[config.mk]
export PLATFORM = sky130hd
export DESIGN_NAME = nanorv32_dbg_console
export DESIGN_NICKNAME = d
export VERILOG_FILES = /design/src/rtl/nanorv32_dbg_console.sv
export SDC_FILE = /design/constraint.sdc
export NUM_CORES = 1
export LEC_CHECK = 0
export ABC_CLOCK_PERIOD_IN_PS = 6580
export CORE_MARGIN = 2
export CORE_UTILIZATION = 39
export DETAILED_ROUTE_END_ITERATION = 8
export PLACE_DENSITY_LB_ADDON = 0.12
export SYNTH_ARGS = -nofsm -noshare
export SYNTH_HDL_FRONTEND = slang
export SYNTH_SLANG_ARGS = --single-unit
[constraint.sdc]
create_clock -name clk -period 6.58 [get_ports clk]
set_input_delay 1.316 -clock clk [delete_from_list [all_inputs] [get_ports clk]]
set_output_delay 1.316 -clock clk [all_outputs]
set_load 0.005 [all_outputs]
[src/rtl/nanorv32_dbg_console.sv]
// Debug console AHB-Lite slave: character FIFO, test-result latch and cycle counter.
// The character FIFO is drained by a ready/valid consumer; line_flush marks a popped newline.
module nanorv32_dbg_console #(
    parameter int unsigned FIFO_DEPTH = 16,
    parameter logic [31:0] PASS_CODE  = 32'hCAFFE000,
    parameter logic [31:0] FAIL_CODE  = 32'hDEAD0000
) (
    input  logic        clk,
    input  logic        rst,
    input  logic        hsel,
    input  logic [31:0] haddr,
    input  logic [1:0]  htrans,
    input  logic        hwrite,
    input  logic [2:0]  hsize,
    input  logic [31:0] hwdata,
    input  logic        hready,
    output logic        hreadyout,
    output logic [31:0] hrdata,
    output logic        hresp,
    output logic        char_valid,
    output logic [7:0]  char_data,
    input  logic        char_ready,
    output logic        line_flush,
    output logic        test_done,
    output logic [1:0]  test_status
);

    localparam int unsigned AW = $clog2(FIFO_DEPTH);

    typedef enum logic [1:0] {
        REG_TXDATA     = 2'd0,
        REG_STATUS     = 2'd1,
        REG_TESTRESULT = 2'd2,
        REG_CYCLES     = 2'd3
    } reg_sel_e;

    logic          dp_valid_q, dp_valid_d;
    logic          dp_write_q, dp_write_d;
    reg_sel_e      dp_sel_q, dp_sel_d;
    logic [AW:0]   wr_ptr_q, wr_ptr_d;
    logic [AW:0]   rd_ptr_q, rd_ptr_d;
    logic [7:0]    mem_q [FIFO_DEPTH];
    logic [31:0]   cycles_q, cycles_d;
    logic          test_done_q, test_done_d;
    logic [1:0]    test_status_q, test_status_d;
    logic          line_flush_q, line_flush_d;

    logic          empty, full, tx_wr, push, pop;
    logic [8:0]    level;
    logic          unused_ok;

    assign empty = (wr_ptr_q == rd_ptr_q);
    assign full  = (wr_ptr_q[AW] != rd_ptr_q[AW]) && (wr_ptr_q[AW-1:0] == rd_ptr_q[AW-1:0]);
    assign level = 9'(wr_ptr_q - rd_ptr_q);

    // A full FIFO holds the write in its data phase; only state at the start of the cycle counts.
    assign tx_wr = dp_valid_q && dp_write_q && (dp_sel_q == REG_TXDATA);
    assign push  = tx_wr && !full;
    assign pop   = char_valid && char_ready;

    assign hreadyout   = !(tx_wr && full);
    assign hresp       = 1'b0;
    assign char_valid  = !empty;
    assign char_data   = empty ? 8'h00 : mem_q[rd_ptr_q[AW-1:0]];
    assign line_flush  = line_flush_q;
    assign test_done   = test_done_q;
    assign test_status = test_status_q;
    assign unused_ok   = ^{haddr[31:4], haddr[1:0], htrans[0], hsize, level[8]};

    always_comb begin
        dp_valid_d    = dp_valid_q;
        dp_write_d    = dp_write_q;
        dp_sel_d      = dp_sel_q;
        wr_ptr_d      = wr_ptr_q;
        rd_ptr_d      = rd_ptr_q;
        cycles_d      = cycles_q + 32'd1;
        test_done_d   = test_done_q;
        test_status_d = test_status_q;
        line_flush_d  = pop && (char_data == 8'h0A);

        if (hready) begin
            dp_valid_d = hsel && htrans[1];
            dp_write_d = hwrite;
            dp_sel_d   = reg_sel_e'(haddr[3:2]);
        end
        if (push) wr_ptr_d = wr_ptr_q + 1'b1;
        if (pop)  rd_ptr_d = rd_ptr_q + 1'b1;

        if (dp_valid_q && dp_write_q && (dp_sel_q == REG_TESTRESULT) && !test_done_q) begin
            test_done_d = 1'b1;
            if (hwdata == PASS_CODE)      test_status_d = 2'd1;
            else if (hwdata == FAIL_CODE) test_status_d = 2'd2;
            else                          test_status_d = 2'd3;
        end
    end

    always_comb begin
        hrdata = 32'h0;
        if (dp_valid_q && !dp_write_q) begin
            case (dp_sel_q)
                REG_STATUS:     hrdata = {16'h0, level[7:0], 6'b0, full, empty};
                REG_TESTRESULT: hrdata = {30'h0, test_status_q};
                REG_CYCLES:     hrdata = cycles_q;
                default:        hrdata = 32'h0;
            endcase
        end
    end

    // NOTE: sequential state uses non-blocking assignments so every register samples pre-edge values.
    always_ff @(posedge clk) begin
        if (rst) begin
            dp_valid_q    <= 1'b0;
            dp_write_q    <= 1'b0;
            dp_sel_q      <= REG_TXDATA;
            wr_ptr_q      <= '0;
            rd_ptr_q      <= '0;
            cycles_q      <= 32'h0;
            test_done_q   <= 1'b0;
            test_status_q <= 2'd0;
            line_flush_q  <= 1'b0;
        end else begin
            dp_valid_q    <= dp_valid_d;
            dp_write_q    <= dp_write_d;
            dp_sel_q      <= dp_sel_d;
            wr_ptr_q      <= wr_ptr_d;
            rd_ptr_q      <= rd_ptr_d;
            cycles_q      <= cycles_d;
            test_done_q   <= test_done_d;
            test_status_q <= test_status_d;
            line_flush_q  <= line_flush_d;
        end
    end

    // NOTE: storage is not reset; the pointers define which entries are meaningful.
    always_ff @(posedge clk) begin
        if (push) mem_q[wr_ptr_q[AW-1:0]] <= hwdata[7:0];
    end

endmodule
-- After elaboration in Yosys (flattened, before gate mapping)
Memories as Yosys holds them, arrays and structs flattened. A register that Yosys moved wholly into a read port is not among the register bits.
Index checks and enable logic that the tools add are counted.
- memories kept: 1
- RAM bits: 128
- register bits after elaboration: 50
- latch bits: 0
- logic and storage cells: 49
- memory bits (read-only): 0
- order comparisons: 0
- add/sub/neg operators: 4
- bitwise operators: 0
- multiplexer cells: 9
- equality and inequality tests: 9
- divide/modulo/power cells: 0
- shifts and indexed selects: 0
- reductions and logical operators: 17
- $mul: 0
- memory list (memory ; depth ; bits a word ; rd ports ; clocked after memory_dff ; wr ports ; line ; text):
    mem_q ; 16 ; 8 ; 1 ; 1 ; 1 ; 42 ; logic [7:0] mem_q [FIFO_DEPTH];
- operators by type and width (cell ; count):
    32-bit one-hot mux with 3 select lines ; 1
    32-bit == test (second input constant) ; 2
    32-bit by 1-bit adder with 32-bit output (second input constant) ; 1
    32-bit two-way mux ; 1
    1-bit logical AND ; 11
    5-bit by 1-bit adder with 5-bit output (second input constant) ; 2
    8-bit by 4-bit == test with 1-bit output (second input constant) ; 1
    4-bit two-way mux ; 2
    8-bit two-way mux ; 1
    5-bit by 5-bit subtractor with 6-bit output ; 1
    5-bit == test ; 1
    1-bit zero test ; 5
    2-bit == test (second input constant) ; 2
    4-bit == test ; 1
    1-bit two-way mux ; 3
    2-bit by 1-bit == test with 1-bit output (second input constant) ; 1
    2-bit zero test ; 1
    2-bit two-way mux ; 1
    1-bit inequality test ; 1

-- Logic depth before layout (Yosys ltp)
Gate-level depths: netlist of run 1.
- depth after elaboration: 6
- depth in mapped cells: 10
- depth with buffers taken out: 10

-- Least setup slack after synthesis of run 1
No wires, ideal clock.
- path kind: reg2out
- start: register (tool-made name)
- end: output char_data[2]
- setup slack: 3.453 ns
- arrival time: 1.811 ns
- stages on the path, launching flop included: 6
- required time: 5.264 ns
- path buffers: 2
- path through: dfxtp_1 -> clkbuf_1 -> clkbuf_1 -> mux4_2 -> mux4_2 -> and2_1
- RTL lines (item ; line ; text):
    end, declared ; 21 ; output logic [7:0] char_data,

==> qor.txt, run 1 <==
Outcome: complete, no violations
Number of gates resized after CTS: 0
DRC violation count after routing: 0
Reported max-cap violation count: 0
Core Region: 19590 sq um
Drt first-iter violations: 373
Post-route total power: 2.251 mW
Fraction of the yosys area taken by sequential cells: 0.6279
DR vias: 4796
Cell-by-cell trace of the critical path: buf_4 > mux4_2 > a22o_1 > nor2_1 > nor2_1 > clkdlybuf4s50_1
Tcrit/Tclk final: 0.6990
WL final: 16990 microns
Cell area after placement: 8929 sq um
Number of clock buffers inserted by TritonCTS: 17
Buffer levels on the longest clock path: 2
Util after Layout: 0.4837
Final Skew: 13.84 ps
Count of different cell masters after synthesis: 48
Share of cells above drive strength 1: 0.1137
Die area: 21260 sq um
Highest Clock Rate: 217.4 MHz
Via count of the first global-routing pass: 5003
Number of sinks handled by clock tree synthesis: 182
Number of nets in the synthesized netlist: 669
PD cells: 237.6 nW/um^2
Count of endpoints failing setup in the final report: 0
Ports: 122
Worst max-slew margin expressed relative to the limit: 0.3605
Max-slew violations: 0
Post-Synthesis Mean Instance Area: 13.48 sq um
Effective utilization at floorplan: 0.4004
Antenna Violating Nets Remaining: 0
Critical path capture point type: output port
HP Class: flop to flop
Crit path kind: flop to output port
CTS H-tree depth: 4
#FFs+latches synth: 182
Largest stage delay on the critical path: 930 ps
CTS Hold Buffers Added: 0
WP data arrival: 3280 ps
DR vias/cell: 5.091
Die Span Y: 145.8 microns
Time the worst path needs with I/O delays and setup: 4600 ps
Max stage delay cell, worst path: dfxtp_2
Clock-pin slew on the worst setup and hold paths: 70 ps
Category of the worst setup path launch point: flop
Area delta synth->final: 20.80%
Total Negative Setup Slacks: 0 ps
X dimension of the die: 145.8 microns
RSZ-0062 raised after global routing: no
Clk root buf: clkbuf_16
Row count: 51
Share of flip-flops with an asynchronous set or reset: 0
Leakage power: 3.017 nW
Initial antenna violation count: 0
Pin count of the biggest net entering global routing: 52
Avg WL per Cell: 18.04 microns
Post-synthesis instance area: 7844 sq um
RD Place Congestion: 0.8312
Total global routing overflow: 0
Most used cell along the critical path: nor2_1
Clock tree from TritonCTS: done
Final design instance area without fill: 9475 sq um
CP Data Required Time: 5260 ps
Final-layout worst hold slack: 476.7 ps
Maximum net fanout on the critical path: 25
All-layer global routing usage: 0.1677
Count of inserted antenna diode cells: 0
Number of instances on the worst hold path: 1
Worst slew pin tran: 959.2 ps
Area fraction of the dominant cell type after synthesis: 0.4900
Detailed Place HPWL: 11570 microns
Max VDD drop: 0.1586 mV
EDFF count, synth: 128
Gate count after technology mapping: 582
Number of warnings printed during yosys synthesis: 0
Wire length of the first global-routing pass: 27240 microns
Dominant synthesized flop cell: edfxtp_1
Clock latency reported for the late side of the worst-skew pair: 430 ps
Logic depth of the worst register-to-register path: 7
Buffers inserted by post-CTS timing repair: 0
Number of iterations in the first detailed-routing pass: 4
Post-synth top area cell: edfxtp_1
Synth top area cells: edfxtp_1 49%, dfxtp_1 14%, mux4_2 9.2%
Number of buffers added on ports: 86
Net total in the final layout: 751
Total count of hold-check failures in the final report: 0
==> critical path: cells and delay by family (launching register included) <==
| kind | cells | cell delay [ps] |
|---|---|---|
| and+or+nand+nor | 2 | 250 |
| DFF | 1 | 930 |
| muxes | 1 | 530 |
| buffers and inverters | 2 | 860 |
| AOI/OAI and AO/OA | 1 | 280 |
==> cells in the mapped netlist (2+ instances only) <==
| cell | count |
|---|---|
| edfxtp_1 | 128 |
| nor2_1 | 83 |
| dfxtp_1 | 54 |
| mux4_2 | 32 |
| nand2_1 | 24 |
| and2_1 | 21 |
| xnor2_1 | 20 |
| clkbuf_1 | 19 |
| inv_1 | 19 |
| nor3_1 | 18 |
| a21oi_1 | 17 |
| nand3_1 | 14 |
| xor2_1 | 13 |
| a22o_1 | 12 |
| ha_1 | 11 |
| mux2i_1 | 9 |
| nand4_1 | 9 |
| o21ai_0 | 9 |
| nor2b_1 | 8 |
| or3_1 | 7 |
| nor4_1 | 6 |
| nand2b_1 | 4 |
| and3_1 | 3 |
| and4_1 | 3 |
| buf_2 | 3 |
| buf_4 | 3 |
| nand3b_1 | 3 |
| a211oi_1 | 2 |
| a22oi_1 | 2 |
| a31oi_1 | 2 |
| buf_6 | 2 |
| mux2_2 | 2 |
| nand4_2 | 2 |
| nand4b_1 | 2 |
| o31ai_1 | 2 |
| or4_1 | 2 |
==> power breakdown <==
group / switching, mW / total [mW] / leakage [nW] / internal (mW)
clock network: 0.457 / 0.952 / 0.256 / 0.494
logic: 0.0311 / 0.0654 / 1.17 / 0.0343
registers: 0.00756 / 1.23 / 1.59 / 1.23
total: 0.496 / 2.25 / 3.02 / 1.75
==> worst paths after layout <==
path	startpoint	endpoint	slack [ps]
setup / recovery	flop	char_data[4]	1980
hold / removal	cycles_q[0]	cycles_q[0]	480
hold reg to reg	cycles_q[0]	cycles_q[0]	480
setup reg to reg	wr_ptr_q[0]	mem_q[11][1]	3690
==> state kept, by name, indices dropped and copies added (netlist names), named ones only <==
name / flops
mem_q: 128
cycles_q: 32
rd_ptr_q: 5
wr_ptr_q: 5
dp_sel_q: 2
test_status: 2
dp_valid_q: 1
dp_write_q: 1
line_flush: 1
test_done: 1
==> layout by cell type, fill, tap and decap left out, types with 11 or more instances in the layout <==
cell type          n
a21oi_1           17
a22o_1            12
and2_1            21
clkbuf_16         17
clkdlybuf4s50_1   85
dfxtp_1           52
edfxtp_1         128
ha_1              11
inv_1             19
mux4_2            32
nand2_1           24
nand3_1           14
nor2_1            83
nor3_1            18
xnor2_1           20
xor2_1            13
==> per-stage QoR <==
| stage | instances | setup slack, ps |
|---|---|---|
| 2_1_floorplan | 582 | 3453 |
| 3_3_place_gp | 910 | 2310 |
| 3_5_place_dp | 910 | 2308 |
| 4_1_cts | 942 | 1833 |
| 5_1_grt | 942 | 1676 |
| 6_report | 942 | 1980 |
==> routing by layer <==
layer  global-route usage  vias to the layer above  wire (microns)
li1                     -                     2312               -
met1               0.2261                     2383            7792
met2               0.2757                       97            8429
met3              0.03448                        4             666
met4              0.04853                        0             104
met5                    0                        -               0
==> cell families (layout without fill, tap and decap cells) <==
family / count (synthesis) / in the layout / synth area share
and+or+nand+nor: 215 / 215 / 0.1405
DFF: 182 / 182 / 0.6279
AOI/OAI and AO/OA: 48 / 48 / 0.03972
buffers and inverters: 48 / 143 / 0.02823
muxes: 43 / 43 / 0.1062
xor gates and xnor gates: 33 / 33 / 0.03685
adders and majority gates: 12 / 12 / 0.02010
other: 1 / 1 / 0.0004781
==> layout make-up <==
class                      instances  area, sq um
fill                            1759        10110
sequential                       182         4927
multi-input combinational        352         2698
timing repair buffer              92        900.9
clock buffer                      18        429.2
tap                              265        331.6
clock inverter                    14        117.6
inverter                          19        71.32
Power figures use the tool's default switching activity.
==> run 2: changes to the inputs <==
- ABC_CLOCK_PERIOD_IN_PS: 6580 -> 4000
- clock period: 6.58 -> 4 ns (I/O delays scaled with it)
==> run 2 against run 1 <==
Flip-flop and latch count is the same. Design area grew 1.0%. Largest power group unchanged. Critical endpoint is now char_data[2]. Die area is the same. Combinational power grew 68%.
==> qor.txt, run 2 (synthesis gave the netlist of run 1 again) <==
Outcome: complete, no violations
Crit path kind: flop to output port
Total global routing overflow: 0 (unchanged)
Clk root buf: clkbuf_16
Antenna Violating Nets Remaining: 0 (unchanged)
Maximum net fanout on the critical path: 13 (-48%)
Buffer levels on the longest clock path: 2 (unchanged)
Critical path capture point type: output port
Number of gates resized after CTS: 0 (unchanged)
Drt first-iter violations: 295 (-21%)
Total count of hold-check failures in the final report: 0 (unchanged)
Die Span Y: 145.8 microns (unchanged)
DRC violation count after routing: 0 (unchanged)
Wire length of the first global-routing pass: 27260 microns (about the same)
Highest Clock Rate: 271.1 MHz
Commonest cells after routing, fill and taps aside: 128 x edfxtp_1, 85 x clkdlybuf4s50_1, 83 x nor2_1
Max VDD drop: 0.2550 mV (+61%)
Area delta synth->final: 22.03%
Placement-stage worst setup slack: 698.0 ps (-1610 ps)
Core Region: 19590 sq um (unchanged)
Reported max-cap violation count: 0 (unchanged)
Time the worst path needs with I/O delays and setup: 3688 ps
Detailed Place HPWL: 11880 microns (+2.7%)
Cell count after placement: 917 (+0.77%)
Pin count of the biggest net entering global routing: 52 (unchanged)
Number of clock buffers inserted by TritonCTS: 17 (unchanged)
Final cell count without fillers: 949 (+0.74%)
DR vias/cell: 5.142 (+1.0%)
RD Place Congestion: 0.8203 (-1.3%)
Tcrit/Tclk final: 0.9221
Count of endpoints failing setup in the final report: 0 (unchanged)
Count of inserted antenna diode cells: 0 (unchanged)
X dimension of the die: 145.8 microns (unchanged)
Effective utilization at floorplan: 0.4004 (unchanged)
Clock latency reported for the late side of the worst-skew pair: 420 ps (about the same)
Row count: 51 (unchanged)
Most common cell after layout, fill and taps aside: edfxtp_1
Buffers inserted by post-CTS timing repair: 0 (unchanged)
Number of buffers added on ports: 86 (unchanged)
Number of sinks handled by clock tree synthesis: 182 (unchanged)
Share of cells above drive strength 1: 0.1243 (+0.01053)
Initial antenna violation count: 0 (unchanged)
Avg WL per Cell: 17.96 microns (-0.44%)
Number of flip-flops under the largest register name: 128 (unchanged)
Final Skew: 14.19 ps (+0.3441 ps)
Util after Layout: 0.4886 (+0.004918)
Post-route total power: 3.780 mW (+68%)
Net total in the final layout: 758 (+0.93%)
CP Data Required Time: 3200 ps (-2060 ps)
Ports: 122 (unchanged)
Worst slew pin tran: 950.2 ps (-8.960 ps)
Category of the worst setup path launch point: flop
HP Class: flop to flop
Worst max-slew margin expressed relative to the limit: 0.3642 (+0.003633)
Final-layout worst hold slack: 475.8 ps (-0.8900 ps)
Cell area after placement: 8992 sq um (+0.71%)
WP data arrival: 2890 ps (-390 ps)
Clock tree from TritonCTS: done
DR vias: 4880 (+1.8%)
WL final: 17040 microns (+0.30%)
PD cells: 394.9 nW/um^2 (+66%)
Via count of the first global-routing pass: 4999 (-0.080%)
Final design instance area without fill: 9572 sq um (+1.0%)
Leakage power: 3.077 nW (+2.0%)
Total Negative Setup Slacks: 0 ps (unchanged)
PnR worst setup slack: 311.6 ps (-1669 ps)
Max-slew violations: 0 (unchanged)
CTS Hold Buffers Added: 0 (unchanged)
Die area: 21260 sq um (unchanged)
Number of iterations in the first detailed-routing pass: 5 (+1)
CTS H-tree depth: 4 (unchanged)
RSZ-0062 raised after global routing: no
Clock-pin slew on the worst setup and hold paths: 70 ps (about the same)
All-layer global routing usage: 0.1661 (-0.001591)
## run 2: routing by layer
metal | track usage | vias to the layer above | part of all wire
li1 | - | 2322 | -
met1 | 0.2291 | 2435 | 0.47
met2 | 0.2682 | 110 | 0.49
met3 | 0.02947 | 13 | 0.036
met4 | 0.05343 | 0 | 0.012
met5 | 0 | - | 0
## run 2: final cells by class
cell class | instances | area (sq um)
fill | 1737 | 10020
sequential | 182 | 4926
multi-input combinational | 352 | 2698
timing repair buffer | 99 | 965.9
clock buffer | 17 | 425.4
tap | 265 | 331.6
clock inverter | 15 | 153.9
inverter | 19 | 71.32
## run 2: power by group
part,internal (mW),leakage (nW),switching [mW]
sequential,2.02,1.59,0.0116
combinational,0.0569,1.21,0.0529
clock,0.885,0.277,0.756
total,2.96,3.08,0.821
## run 2: worst paths after layout
kind,from,to,slack [ps],cells after the start
setup reg to reg,wr_ptr_q[2],mem_q[15][2],1070,6
hold / removal,test_done,test_done,480,2
hold reg to reg,test_done,test_done,480,2
setup / recovery,flop,char_data[2],310,4
## run 2: worst max-delay path, stage by stage (launching register included)
cell and delay (ps):
dfxtp_2 660, mux4_2 600, mux4_2 570, and2_1 190
clkdlybuf4s50_1 450
==> edit 1: new RTL, settings of run 2 <==
Register the output `test_status` once more; this adds one clock of latency there. The other outputs are not delayed to match.
--- a/src/rtl/nanorv32_dbg_console.sv
+++ b/src/rtl/nanorv32_dbg_console.sv
@@ -64,7 +64,9 @@
     assign char_data   = empty ? 8'h00 : mem_q[rd_ptr_q[AW-1:0]];
     assign line_flush  = line_flush_q;
     assign test_done   = test_done_q;
-    assign test_status = test_status_q;
+    always_ff @(posedge clk) begin
+        test_status <= test_status_q;
+    end
     assign unused_ok   = ^{haddr[31:4], haddr[1:0], htrans[0], hsize, level[8]};
 
     always_comb begin
Behaviour: not the same (Yosys sat finds a counterexample within 4 cycles, from zero or initial values and one cycle with rst high).
==> edit 1 against run 2 <==
  * Power fell by 1.7%
  * Maximum frequency rose by 0.25%
  * Sequential cell count rose by 2
  * Setup slack improved by 0.0092 ns
  * Design area rose by 0.46%
  * Clock power fell by 5%
  * Area after synthesis rose by 1.1%
  * Sequential share of layout area rose by 0.18 points
  * First-iteration DRC count rose by 27%
  * Die area rose by 1.0%
  * Final cell count rose by 0.21%
  * Critical path depth rose by 2
  * Largest power group unchanged
  * Wire length rose by 2.3%
==> edit 1: results (changes against run 2) <==
outcome: complete, no violations (unchanged)
min-delay src: test_status_q[1] (was test_done)
reg-to-reg critical path startpoint: wr_ptr_q[0] (was wr_ptr_q[2])
Synth cell types: 49 (was 48)
Worst Hold End: test_status[1] (was test_done)
clock skew: 0.0138 ns (was 0.0142 ns)
first-pass GRT wire length: 27.4 mm (was 27.3 mm)
Post-Route WL: 17.4 mm (was 17.0 mm)
Worst path max stage delay: 0.63 ns (was 0.66 ns)
Mapped Nets: 662 (was 669)
XOR/XNOR Fraction of Synth Area: 3.87% (was 3.68%)
Tot GR Track Use: 16.7% (was 16.6%)
Seq/Total Area, Yosys: 62.6% (was 62.8%)
gpl congestion: 0.784 (was 0.820)
Iter 0 DRT Violations: 374 (was 295)
share of layout cells above drive strength 1: 11.6% (was 12.4%)
Critical R2R Capture: mem_q[11][3] (was mem_q[15][2])
synth top area cells: edfxtp_1, dfxtp_1, mux4_2 (unchanged)
Max VDD drop: 0.307 mV (was 0.255 mV)
Worst Hold Depth: 0 (was 2)
Slew headroom: 34.4% (was 36.4%)
synth cell count leaders: edfxtp_1, nor2_1, dfxtp_1 (unchanged)
Lkg Pwr: 3.15 nW (was 3.08 nW)
number of flops mapped to enable cells by yosys: 128 (unchanged)
worst-path fanout max: 14 (was 13)
hpwl dp: 12.0 mm (was 11.9 mm)
vias in the first global route: 4925 (was 4999)
Synth Area in Compound Gates: 3.60% (was 3.97%)
CP endpoint: char_data[7] (was char_data[2])
fin nets: 755 (was 758)
Worst R2R Path Depth: 7 (was 6)
[edit 1: cell count changes after synthesis, sizes merged, moves of 4 or more]
cell    delta
clkbuf     -4
inv        -6
nand4      +6
nor2       +4
nor3      -12
xnor2      -7
xor2       +9
[edit 1: metrics by stage]
stage,instance area [um^2],hold slack (ns),std cells,setup slack (ns)
after floorplan,7930,0.348,575,1.47
after global placement,9070,0.390,919,0.714
after detailed placement,9070,0.389,919,0.717
after CTS,9620,0.402,951,0.255
after global routing,9620,0.402,951,0.125
final,9620,0.395,951,0.321
[edit 1: routing by layer]
layer	global-route usage, %	up-vias	wire length [um]
met5	0	-	0
li1	-	2319	-
met1	24.8	2468	8570
met4	4.08	0	144
met2	25.3	90	8150
met3	3.44	11	571
[edit 1: report_power, final]
group          leakage (nW)  internal [mW]  switching [mW]
registers              1.60           2.04          0.0110
clock network         0.263          0.815           0.740
logic                  1.28         0.0580          0.0527
total                  3.15           2.91           0.804
[edit 1: final cells by class]
class	instances	area (um^2)
Multi-Input combinational cell	351	2750
Inverter	13	48.8
Clock inverter	13	110
Tap cell	270	338
Sequential cell	184	4970
Timing Repair Buffer	101	968
Fill cell	1751	10500
Clock buffer	19	433
[edit 1: cell families (layout without fill, tap and decap cells)]
family                   after synthesis  after routing
AND/OR/NAND/NOR                      215            215
multiplexers                          44             44
flip-flops                           184            184
adder cells (fa/ha/maj)               12             12
XOR/XNOR                              35             35
other                                  1              1
buffers and inverters                 40            146
AO/OA/AOI/OAI                         44             44
[edit 1: worst max-delay path: cells and delay by family (launching register included)]
kind	cells	cell delay [ns]
AO/OA/AOI/OAI	1	0.27
buffers and inverters	2	0.71
flip-flops	1	0.63
multiplexers	1	0.57
AND/OR/NAND/NOR	2	0.26
==> edit 2: new RTL, settings of run 2 <==
Without the edit above. Set the parameter `FIFO_DEPTH` to 8 (it was 16).
--- a/src/rtl/nanorv32_dbg_console.sv
+++ b/src/rtl/nanorv32_dbg_console.sv
@@ -1,7 +1,7 @@
 // Debug console AHB-Lite slave: character FIFO, test-result latch and cycle counter.
 // The character FIFO is drained by a ready/valid consumer; line_flush marks a popped newline.
 module nanorv32_dbg_console #(
-    parameter int unsigned FIFO_DEPTH = 16,
+    parameter int unsigned FIFO_DEPTH = 8,
     parameter logic [31:0] PASS_CODE  = 32'hCAFFE000,
     parameter logic [31:0] FAIL_CODE  = 32'hDEAD0000
 ) (
Function: changed (a bounded check fails within 10 cycles, from zero or initial values and one cycle with rst high).
==> edit 2 against run 2 <==
  * Area after synthesis is 33% lower
  * Clock skew fell by 0.0088 ns
  * Largest power group is now the clock network
  * Non-clock buffer count is 4 lower
  * Setup slack better by 0.019 ns
  * Die area down 32%
  * Register-to-register slack improved by 0.29 ns
  * Power down 24%
  * Sequential cell count is 67 lower
  * Critical path depth increased by 3
  * Wire length is 31% lower
  * Synthesized cell count fell by 22%
  * Design area fell by 28%
  * Worst hold slack better by 0.0089 ns
  * Clock power decreased by 8%
==> edit 2: results (changes against run 2) <==
synth cell count leaders: nor2_1, edfxtp_1, dfxtp_1 (was edfxtp_1, nor2_1, dfxtp_1)
synth top area cells: edfxtp_1, dfxtp_1, nor2_1 (was edfxtp_1, dfxtp_1, mux4_2)
first-pass GRT wire length: 18.9 mm (was 27.3 mm)
DRT Pass-1 Iters: 4 (was 5)
Critical R2R Capture: mem_q[2][7] (was mem_q[15][2])
number of flops mapped to enable cells by yosys: 64 (was 128)
Worst path slowest cell: clkdlybuf4s50_1 (was dfxtp_2)
M1 wire length: 5.19 mm (was 7.93 mm)
fin nets: 632 (was 758)
Mapped Nets: 538 (was 669)
WL met3: 435 um (was 621 um)
met1 GRT Util: 21.3% (was 22.9%)
max FFs per register: 64 (was 128)
WP data arrival: 2.87 ns (was 2.89 ns)
family with the most delay on the worst path: simple AND/OR/NAND/NOR gates (was multiplexers)
worst-path fanout max: 9 (was 13)
Tot GR Track Use: 17.3% (was 16.6%)
clkbuf count: 18 (was 17)
FF+latch count, synth: 115 (was 182)
gpl congestion: 0.778 (was 0.820)
met2 wire len: 5.83 mm (was 8.29 mm)
Flop pwr share: 44.1% (was 53.7%)
Seq/Total Area, Yosys: 55.8% (was 62.8%)
outcome: complete, no violations (unchanged)
fraction of area in multi-input gates: 31.6% (was 28.2%)
P_sw: 0.588 mW (was 0.821 mW)
Multi-In Gates: 308 (was 352)
Min Hold Slack: 0.485 ns (was 0.476 ns)
GRT met2 Usage: 28.9% (was 26.8%)
Synth cell types: 55 (was 48)
## edit 2: cells by family (layout without fill, tap and decap cells)
family | Yosys count | after routing | share of synthesized area, %
muxes | 32 | 32 | 9.77
and+or+nand+nor | 200 | 200 | 20.4
adders and majority gates | 8 | 8 | 2.04
DFF | 115 | 115 | 55.8
xor gates and xnor gates | 28 | 28 | 4.65
AOI/OAI and AO/OA | 39 | 39 | 4.41
buffers and inverters | 32 | 139 | 2.87
other | 1 | 1 | 0.0711
## edit 2: worst min-delay path: cells and delay by family, from the launching register on
family          cells  cell delay (ns)
flops               1             0.31
compound gates      2             0.13
## edit 2: metrics by stage
step	setup slack, ns	area, um^2	cells	power [mW]	utilization (%)
after floorplan	1.46	5280	455	1.32	-
after global placement	0.770	6310	706	1.38	47.7
after detailed placement	0.780	6310	706	1.38	47.7
after CTS	0.308	6900	738	2.90	52.1
after global routing	0.160	6900	738	2.96	52.1
final	0.331	6900	738	2.87	52.1
